==> src/rtl/tblights_sched.sv <==
// tblights_sched: front-end controller for the Thunderbird taillight sequencer.
// Conditions the raw lever/hazard switches, arbitrates LEFT/RIGHT/HAZ requests,
// drives the one-hot L/R/H mode lines and a step pulse every DIV cycles.
// A started flash sequence always completes before the mode changes, except
// that a hazard request preempts LEFT/RIGHT immediately.
// Build option: define TBLIGHTS_DEBOUNCE_EN to enable the DEB-sample debounce;
// otherwise each switch passes through a single synchronising flop.
module tblights_sched #(
  parameter int unsigned DIV     = 4,
  parameter int unsigned DEB     = 3,
  parameter int unsigned SEQ_LEN = 4
) (
  input  logic                         clk,
  input  logic                         clear,
  input  logic                         left_sw,
  input  logic                         right_sw,
  input  logic                         haz_sw,
  output logic                         L,
  output logic                         R,
  output logic                         H,
  output logic                         step,
  output logic [$clog2(SEQ_LEN)-1:0]   phase,
  output logic                         busy
);

  localparam int unsigned PW  = $clog2(SEQ_LEN);
  localparam int unsigned PRW = $clog2(DIV);

  typedef enum logic [1:0] {
    S_IDLE  = 2'd0,
    S_LEFT  = 2'd1,
    S_RIGHT = 2'd2,
    S_HAZ   = 2'd3
  } state_t;

  // bit 0 = left, bit 1 = right, bit 2 = hazard
  logic [2:0] w_raw;
  logic [2:0] r_deb;

  assign w_raw = {haz_sw, right_sw, left_sw};

`ifdef TBLIGHTS_DEBOUNCE_EN
  localparam int unsigned CW = (DEB > 1) ? $clog2(DEB) : 1;

  logic [2:0][CW-1:0] r_cnt;

  // Flip a debounced value after DEB consecutive disagreeing samples.
  always_ff @(posedge clk or posedge clear) begin
    if (clear) begin
      r_deb <= '0;
      r_cnt <= '0;
    end else begin
      for (int i = 0; i < 3; i++) begin
        if (w_raw[i] == r_deb[i]) begin
          r_cnt[i] <= '0;
        end else if (r_cnt[i] == CW'(DEB - 1)) begin
          r_deb[i] <= ~r_deb[i];
          r_cnt[i] <= '0;
        end else begin
          r_cnt[i] <= r_cnt[i] + CW'(1);
        end
      end
    end
  end
`else
  logic w_unused_deb;
  assign w_unused_deb = (DEB == 0);

  // Single-flop sampling of the raw switches.
  always_ff @(posedge clk or posedge clear) begin
    if (clear) begin
      r_deb <= '0;
    end else begin
      r_deb <= w_raw;
    end
  end
`endif

  state_t           r_state, w_state_nxt;
  logic [PRW-1:0]   r_presc, w_presc_nxt;
  logic [PW-1:0]    r_phase, w_phase_nxt;
  state_t           w_req;
  logic             w_step;
  logic             w_last;

  // Request priority: hazard (or both levers) over single lever over idle.
  always_comb begin
    w_req = S_IDLE;
    if (r_deb[2] || (r_deb[0] && r_deb[1])) begin
      w_req = S_HAZ;
    end else if (r_deb[0]) begin
      w_req = S_LEFT;
    end else if (r_deb[1]) begin
      w_req = S_RIGHT;
    end
  end

  assign w_step = (r_state != S_IDLE) && (r_presc == PRW'(DIV - 1));
  assign w_last = w_step && (r_phase == PW'(SEQ_LEN - 1));

  // State, prescaler and phase registers.
  always_ff @(posedge clk or posedge clear) begin
    if (clear) begin
      r_state <= S_IDLE;
      r_presc <= '0;
      r_phase <= '0;
    end else begin
      r_state <= w_state_nxt;
      r_presc <= w_presc_nxt;
      r_phase <= w_phase_nxt;
    end
  end

  // Next-state: mode changes only from IDLE, at end of sequence, or on hazard preempt.
  always_comb begin
    w_state_nxt = r_state;
    w_presc_nxt = w_step ? '0 : r_presc + PRW'(1);
    w_phase_nxt = w_step ? r_phase + PW'(1) : r_phase;
    case (r_state)
      S_IDLE: begin
        w_state_nxt = w_req;
        w_presc_nxt = '0;
        w_phase_nxt = '0;
      end
      S_LEFT, S_RIGHT: begin
        if (w_req == S_HAZ || w_last) begin
          w_state_nxt = w_req;
          w_presc_nxt = '0;
          w_phase_nxt = '0;
        end
      end
      S_HAZ: begin
        if (w_last) begin
          w_state_nxt = w_req;
          w_presc_nxt = '0;
          w_phase_nxt = '0;
        end
      end
      default: begin
        w_state_nxt = S_IDLE;
        w_presc_nxt = '0;
        w_phase_nxt = '0;
      end
    endcase
  end

  assign L     = (r_state == S_LEFT);
  assign R     = (r_state == S_RIGHT);
  assign H     = (r_state == S_HAZ);
  assign busy  = (r_state != S_IDLE);
  assign step  = w_step;
  assign phase = r_phase;

endmodule

==> config.mk <==
export PLATFORM = sky130hd
export DESIGN_NAME = tblights_sched
export DESIGN_NICKNAME = d
export VERILOG_FILES = /design/src/rtl/tblights_sched.sv
export SDC_FILE = /design/constraint.sdc
export NUM_CORES = 1
export LEC_CHECK = 0
export CORE_AREA = 2 2 39 41
export CTS_CLUSTER_DIAMETER = 100
export DETAILED_ROUTE_END_ITERATION = 8
export DIE_AREA = 0 0 41 43
export GPL_TIMING_DRIVEN = 0
export SLEW_MARGIN = 20
export SYNTH_ARGS = -nofsm -noshare
export SYNTH_HDL_FRONTEND = slang
export SYNTH_SLANG_ARGS = --single-unit
export TNS_END_PERCENT = 50
==> constraint.sdc <==
create_clock -name clk -period 2.1 [get_ports clk]
set_input_delay 0.42 -clock clk [delete_from_list [all_inputs] [get_ports clk]]
set_output_delay 0.42 -clock clk [all_outputs]
set_load 0.01 [all_outputs]
### After elaboration in Yosys (flattened, before gate mapping)

Index checks and enable logic that the tools add are counted.

* register bits: 9
* bits of input ports: 5
* output and inout port bits: 7
* logic and storage cells: 37

* add/subtract/negate cells: 2
* equality and inequality tests: 8
* multiplexer cells: 14
* reductions and logical operators: 9

Operators with widths (number)
* $mux W2: 11
* $pmux W2 S3: 3
* $eq A2 B2 Y1 const B: 5
* $add A2 B1 Y2 const B: 2
* $logic_and A1 B1 Y1: 3
* $eq A2 B1 Y1 const B: 1
* $logic_not A2 Y1: 1
* $logic_or A1 B1 Y1: 2
* $ne A2 B1 Y1 const B: 1
* $ne A2 B2 Y1 const B: 1
* $reduce_and A2 Y1: 1
* $reduce_bool A2 Y1: 1
* $reduce_or A2 Y1: 1

### Longest topological paths before layout

Gate-level depths: netlist of run 1.

* depth in word-level cells: 7
* gate-level depth with buffers: 6

### Worst setup path after synthesis of run 1

Ideal clock, no wire load.

* kind: register -> register
* start point: register r_state[0]
* end point: register r_state[0]
* arrival time: 1197 ps
* data required time: 1974 ps
* slack: 777 ps
* cell stages (with the launch flop): 5
* buffers on the path: 0
* period minus slack after synthesis: 1323 ps
* cell sequence: dfrtp_1 > inv_1 > ha_1 > a31oi_4 > o32a_1

* longest elaborated chain between the ends: 6
* elaborated cells on any way between the ends: 13
* classes of those cells: 5 x eq/ne; 1 x mux; 7 x reduce/logical

Ends and longest elaborated chain
* from (decl): RTL line 79 `state_t r_state, w_state_nxt;`
* from (signal assigned): RTL line 108 `r_state <= w_state_nxt;`
* $reduce_bool A2 Y1: RTL line 98 `assign w_step = (r_state != S_IDLE) && (r_presc == PRW'(DIV - 1));`
* $logic_and A1 B1 Y1: RTL line 98
* $logic_and A1 B1 Y1: RTL line 99 `assign w_last = w_step && (r_phase == PW'(SEQ_LEN - 1));`
* $logic_or A1 B1 Y1: RTL line 126 `if (w_req == S_HAZ || w_last) begin`
* $ne A2 B2 Y1 (no line)
* $reduce_and A2 Y1 (no line)

Parallel ways exist; a longest one is shown, timed or not.
A chain may end at the register's enable or synchronous reset.

### Final worst setup path of run 1

* start point: register r_state[1]
* end point: output port H

* longest elaborated chain between the ends: 1

Ends and longest elaborated chain
* $eq A2 B2 Y1: RTL line 149 `assign H = (r_state == S_HAZ);`
* to (decl): RTL line 20 `output logic H,`

No other way between the ends.

==> metrics.txt, run 1 <==
Total Routing Usage GR=0.1033; WS Path Type=flip-flop to output port; Avg WL per Cell=9.521 um; Crit. End Element=output port; port bufs=11; vias in the first global route=285; mux cell area share after synthesis=0.04290; H-tree depth=1; Synth top area share=0.4826; Core Util, Final=0.4602; Compound-Gate Fraction of Synth Area=0.1072; Synth Cell Area=approximately 470 um2; GP Congestion=0.6398; sequential area share after synthesis=0.4826; Die Wd=41 um; XOR/XNOR share of the synthesized area=0; commonest cells in the netlist=dfrtp_1 (9), ha_1 (7), inv_1 (5); Mapped Nets=50; final WL=between 600 and 700 um; Worst EP arrival=1.50 ns; clock latency on the worst-skew pair=0.25 ns; syn_area_per_cell=12.28 um2; maxcap violations=0; Max IR drop VDD=between 0.5 and 0.6 mV; Rel. slew slack=0.7923; worst min path class=input port to async pin; Crit path required time=1.68 ns; die area=approximately 1800 um2; Final #Nets=68; Core Region=1384 um2; startpoint types=flip-flop; Async SR Flop Fraction=1.000; final hold vios=0; Iteration-0 DRC Markers=3; Tmin final=1.922 ns; clk sinks=9; main combinational cell family by area after synthesis=adder cells; num ports=12; Slew Limit Fails=0; grt ovf=0; Primary FF master, synth=dfrtp_1; Die Y=43 um; simple-gate share of the synthesized area=0.1233; # rows=14; most instantiated library cell after synthesis=dfrtp_1; outcome=finished clean; Worst Max-Slew Pin Slew=between 0.3 and 0.4 ns; clock buffer depth=2; Final Setup Violations=0; YS warnings=0; RSZ-0062 raised after global routing=no; Vias=312; hpwl dp=537.7 um; Hold Buf Count CTS=0; Synth Area in Adders=0.1877; clock slew at reported path FFs=roughly 0.050 ns; CP Max Fanout=3; DRC violation count after routing=0; FILL cells=132; drt first pass iters=4; Final TNS setup=0 ns; share of cells above drive strength 1=0.1455; largest net degree at the start of global routing=10; cells on worst reg2reg path=4; clk root buf=clkbuf_4; vias per cell=4.394; CTS tree=built; worst clock skew=0.0002356 ns; synthesis-stage register bit count=9; Synth area leader=dfrtp_1; global-route wire length before repair=1193 um; leak pwr=0.3066 nW; area growth from synthesis to layout=36.46%; Detail Route Antenna Nets=0; FMAX=approximately 520 MHz; pwr/cell area=~1300 nW/um2; initial antenna violation count=0; cells after synthesis=38; number of buffers created by CTS=3; count of different cell masters after synthesis=15; final worst-path cycle share=0.9152; Starting Density=0.3373; EDFF count, synth=0; ANT cells=0; ranking of synthesized cells by area=dfrtp_1 (48%), ha_1 (19%), a31oi_4 (4.6%)
## metrics by stage
stage          power [mW]  hold slack (ns)  setup WS, ns  instance area (um2)  cells
2_1_floorplan      0.5558           0.2479        0.7774                466.7     38
3_3_place_gp       0.7079           0.4371        0.1945                596.8     65
3_5_place_dp       0.7118           0.4319        0.1843                596.8     65
4_1_cts            0.8620           0.4222        0.1705                636.9     71
5_1_grt            0.9234           0.4476       0.09777                636.9     71
6_report           0.8452           0.4196        0.1780                636.9     71
## sequential cells by signal, summed over array words and instances (netlist names)
signal / count
r_presc: 2
r_deb: 3
r_state: 2
phase: 2
## worst max-delay path, stage by stage (launching register included)
cell and delay, ns:
dfrtp_1 0.35, buf_4 0.13, ha_1 0.22, clkdlybuf4s50_1 0.56
## report_power, final
part	internal [mW]	total [mW]	leakage, nW	switching (mW)
combinational	0.251	0.459	0.185	0.207
clock	0.0724	0.121	0.0150	0.0486
sequential	0.232	0.265	0.107	0.0339
total	0.555	0.845	0.307	0.290
## cells in the final DEF (no fill, tap or decap)
| master | n |
|---|---|
| buf_4 | 3 |
| nor4_1 | 1 |
| nor3_1 | 2 |
| nor4b_1 | 1 |
| clkdlybuf4s50_1 | 10 |
| dfrtp_1 | 9 |
| nor2b_1 | 2 |
| o21ai_2 | 1 |
| clkbuf_4 | 3 |
| nand2_1 | 1 |
| and3b_1 | 1 |
| o32a_1 | 2 |
| mux2i_1 | 2 |
| inv_1 | 5 |
| a31oi_4 | 1 |
| ha_1 | 7 |
| nor2_1 | 2 |
| clkbuf_1 | 1 |
| dlygate4sd2_1 | 1 |
## kinds of logic after synthesis
| logic type | Yosys count |
|---|---|
| flip-flops | 9 |
| AO/OA/AOI/OAI | 4 |
| buffers and inverters | 6 |
| AND/OR/NAND/NOR | 10 |
| multiplexers | 2 |
| adder cells (fa/ha/maj) | 7 |
## area by class of cell
cell class              instances  area, um2  area share
plain buffers                   1      7.507     0.01179
inverters                       5      18.77     0.02947
multi-input cells              23      215.2      0.3379
well taps                      16      20.02     0.03143
clock buffers                   4      26.28     0.04126
repair buffers                 13      123.9      0.1945
flip-flops and latches          9      225.2      0.3536
## what timing repair did
action,CTS,global route
resized for setup,1,0
setup endpoints to repair,1,0
buffers inserted,2,0
endpoints found under the hold margin,0,0
## worst paths after layout
path	slack, ns	startpoint	endpoint
max	0.18	r_state[1]	H
min reg2reg	0.44	r_presc[0]	r_presc[0]
max reg2reg	0.76	r_state[1]	r_state[1]
min	0.42	clear	phase[0]
min in group clk	0.44	r_presc[0]	r_presc[0]
max in group asynchronous	1.45	clear	r_deb[2]
## metal layers
metal,routed length [um],vias up,global-route usage
met5,0,-,0
met4,19,0,0.1200
met3,23,2,0
met2,306,11,0.1094
met1,326,135,0.1638
li1,-,164,-
(Power assumes the default switching activity.)
==> inputs of run 2 (changes only) <==
--- a/config.mk
+++ b/config.mk
@@ -5,6 +5,7 @@
 export SDC_FILE = /design/constraint.sdc
 export NUM_CORES = 1
 export LEC_CHECK = 0
+export ABC_AREA = 1
 export CORE_AREA = 2 2 39 41
 export CTS_CLUSTER_DIAMETER = 100
 export DETAILED_ROUTE_END_ITERATION = 8
==> run 2 against run 1 <==
- area after synthesis increased by 3.8%
- synthesized cell count increased by 32%
- sequential share of layout area decreased by 0.28 points
- non-clock buffer count decreased by 3
- critical path type unchanged
- critical path depth unchanged
- critical endpoint is now R
- clock power about the same
- clock-buffer cell count unchanged
- sequential power decreased by 5%
==> metrics.txt, run 2 <==
Crit path required time=1.68 ns (about the same); largest net degree at the start of global routing=10 (unchanged); pwr/cell area=1154 nW/um2 (-13%); RSZ-0062 raised after global routing=no; syn_area_per_cell=9.684 um2 (-21%); commonest cells in the netlist=dfrtp_1 (9), inv_1 (9), ha_1 (7), nand2_1 (7), nor2_1 (4); WS Path Type=flip-flop to output port; Synth Cell Area=484.2 um2 (+3.8%); Total Routing Usage GR=0.1019 (-0.001335); Final #Nets=78 (+15%); most frequent cells in the layout=inv_1 (9), clkdlybuf4s50_1 (9), dfrtp_1 (9), nand2_1 (7), ha_1 (7); Core Region=1384 um2 (unchanged); GP Congestion=0.6617 (+3.4%); Primary FF master, synth=dfrtp_1; CTS tree=built; max reg flops=3 (unchanged); worst min path class=input port to async pin; CP Max Fanout=4 (+1); Max IR drop VDD=0.3948 mV (-28%); clock latency on the worst-skew pair=0.25 ns (about the same); Avg WL per Cell=8.494 um (-11%); sequential area share after synthesis=0.4651 (-0.01746); port bufs=11 (unchanged); storage element area=225.2 um2 (unchanged); Crit. End Element=output port; worst hold slack=0.4202 ns (+0.0005840 ns); Vias=343 (+9.9%); hpwl dp=569.3 um (+5.9%); area of the multi-input gates=221.5 um2 (+2.9%); number of buffers created by CTS=3 (unchanged); ranking of synthesized cells by area=dfrtp_1 (47%), ha_1 (18%), inv_1 (7.0%); # rows=14 (unchanged); Synth area leader=dfrtp_1; cells after synthesis=50 (+32%); synthesis-stage register bit count=9 (unchanged); ANT cells=0 (unchanged); outcome=finished clean; EDFF count, synth=0 (unchanged); maxcap violations=0 (unchanged); Worst EP arrival=1.44 ns (-0.06 ns); final worst-path cycle share=0.8848 (-0.03045); startpoint types=flip-flop; vias per cell=4.235 (-3.6%); worst clock skew=0.001211 ns (+0.0009751 ns); Rel. slew slack=0.7856 (-0.006713); share of cells above drive strength 1=0.1692 (+0.02378); Iteration-0 DRC Markers=6 (+3); Tmin final=1.858 ns (-0.06395 ns); final hold vios=0 (unchanged); grt ovf=0 (unchanged); cells on worst reg2reg path=6 (+2); clock slew at reported path FFs=0.06 ns (about the same); Synth top area share=0.4651 (-0.01746); clk root buf=clkbuf_4; count of different cell masters after synthesis=15 (unchanged); clk sinks=9 (unchanged); Hold Buf Count CTS=0 (unchanged); Final TNS setup=0 ns (unchanged); H-tree depth=1 (unchanged); vias in the first global route=315 (+11%); Mapped Nets=62 (+24%); area growth from synthesis to layout=32.56%; global-route wire length before repair=1186 um (-0.59%); clock buffer depth=2 (unchanged); die area=1763 um2 (unchanged); YS warnings=0 (unchanged); Final Setup Violations=0 (unchanged); Worst Max-Slew Pin Slew=0.3213 ns (+0.01006 ns); FMAX=538.2 MHz (+3.4%); initial antenna violation count=0 (unchanged); Die Y=43 um (unchanged); final WL=688 um (+1.8%); leak pwr=0.3532 nW (+15%); Slew Limit Fails=0 (unchanged); num ports=12 (unchanged); Starting Density=0.3499 (+0.01266); drt first pass iters=4 (unchanged); FILL cells=134 (+1.5%); register bank with the most flops=r_deb; Async SR Flop Fraction=1.000 (unchanged); DRC violation count after routing=0 (unchanged); Detail Route Antenna Nets=0 (unchanged); Die Wd=41 um (unchanged)
==> run 2: cell types whose count changed in the layout (fill, tap and decap cells not counted), sizes merged, moves of 2 or more <==
cell,previous run,this run
nand2,1,10
inv,5,10
nand3,0,4
buf,3,0
nor2,2,5
mux2i,2,0
nor2b,2,0
nor3,2,0
o32a,2,0
or2,0,2
==> run 2: kinds of logic (layout without fill, tap and decap cells) <==
kind of cell / after synthesis / in the layout / share of synthesized area
adder cells (fa/ha/maj): 7 / 7 / 0.1809
AO/OA/AOI/OAI: 1 / 1 / 0.01033
XOR/XNOR: 1 / 1 / 0.01809
AND/OR/NAND/NOR: 22 / 22 / 0.2481
flip-flops: 9 / 9 / 0.4651
buffers and inverters: 10 / 25 / 0.07751
==> run 2: final cells by class <==
class                   instances  area share
clock buffers                   4     0.04094
repair buffers                 11      0.1735
well taps                      16     0.03119
flip-flops and latches          9      0.3509
multi-input cells              31      0.3450
inverters                      10     0.05848
==> run 2: what timing repair did <==
action,CTS,global route
resized for setup,1,1
gates cloned,0,0
setup endpoints to repair,1,1
buffers inserted,0,0
==> run 2: path summary, 6_finish.rpt <==
check / start / endpoint / slack, ns
worst max-delay path: r_state[0] / R / 0.24
worst min-delay path: clear / phase[0] / 0.42
worst max register to register: r_state[0] / phase[0] / 0.85
worst min register to register: r_deb[1] / r_state[1] / 0.56
max in group asynchronous: clear / r_state[1] / 1.44
min in group clk: r_deb[1] / r_state[1] / 0.56
==> run 2: where the power goes <==
part           internal [mW]  switching, mW
sequential             0.219         0.0326
clock                 0.0727         0.0517
combinational          0.171          0.194
total                  0.463          0.278
==> run 2: layer usage <==
layer / global-route usage / part of all wire / wire length (um)
met5: 0 / 0 / 0
met2: 0.1313 / 0.44 / 306
met4: 0.08000 / 0.017 / 12
met3: 0.03141 / 0.044 / 30
met1: 0.1351 / 0.49 / 339
==> run 2: stage by stage <==
stage / cells / utilization / power (mW) / instance area (um2) / setup slack (ns)
6_report: 81 / 0.4638 / 0.7409 / 641.9 / 0.2420
5_1_grt: 81 / 0.4638 / 0.8255 / 641.9 / 0.1403
4_1_cts: 81 / 0.4620 / 0.7573 / 639.4 / 0.08269
3_5_place_dp: 77 / 0.4439 / 0.6307 / 614.3 / 0.2361
3_3_place_gp: 77 / 0.4439 / 0.6251 / 614.3 / 0.2452
2_1_floorplan: 50 / - / 0.4952 / 484.2 / 0.8207
==> run 2: critical path: stages (launching register included) <==
cell and delay (ns):
dfrtp_1 0.41, inv_1 0.11, ha_1 0.15, clkdlybuf4s50_1 0.52
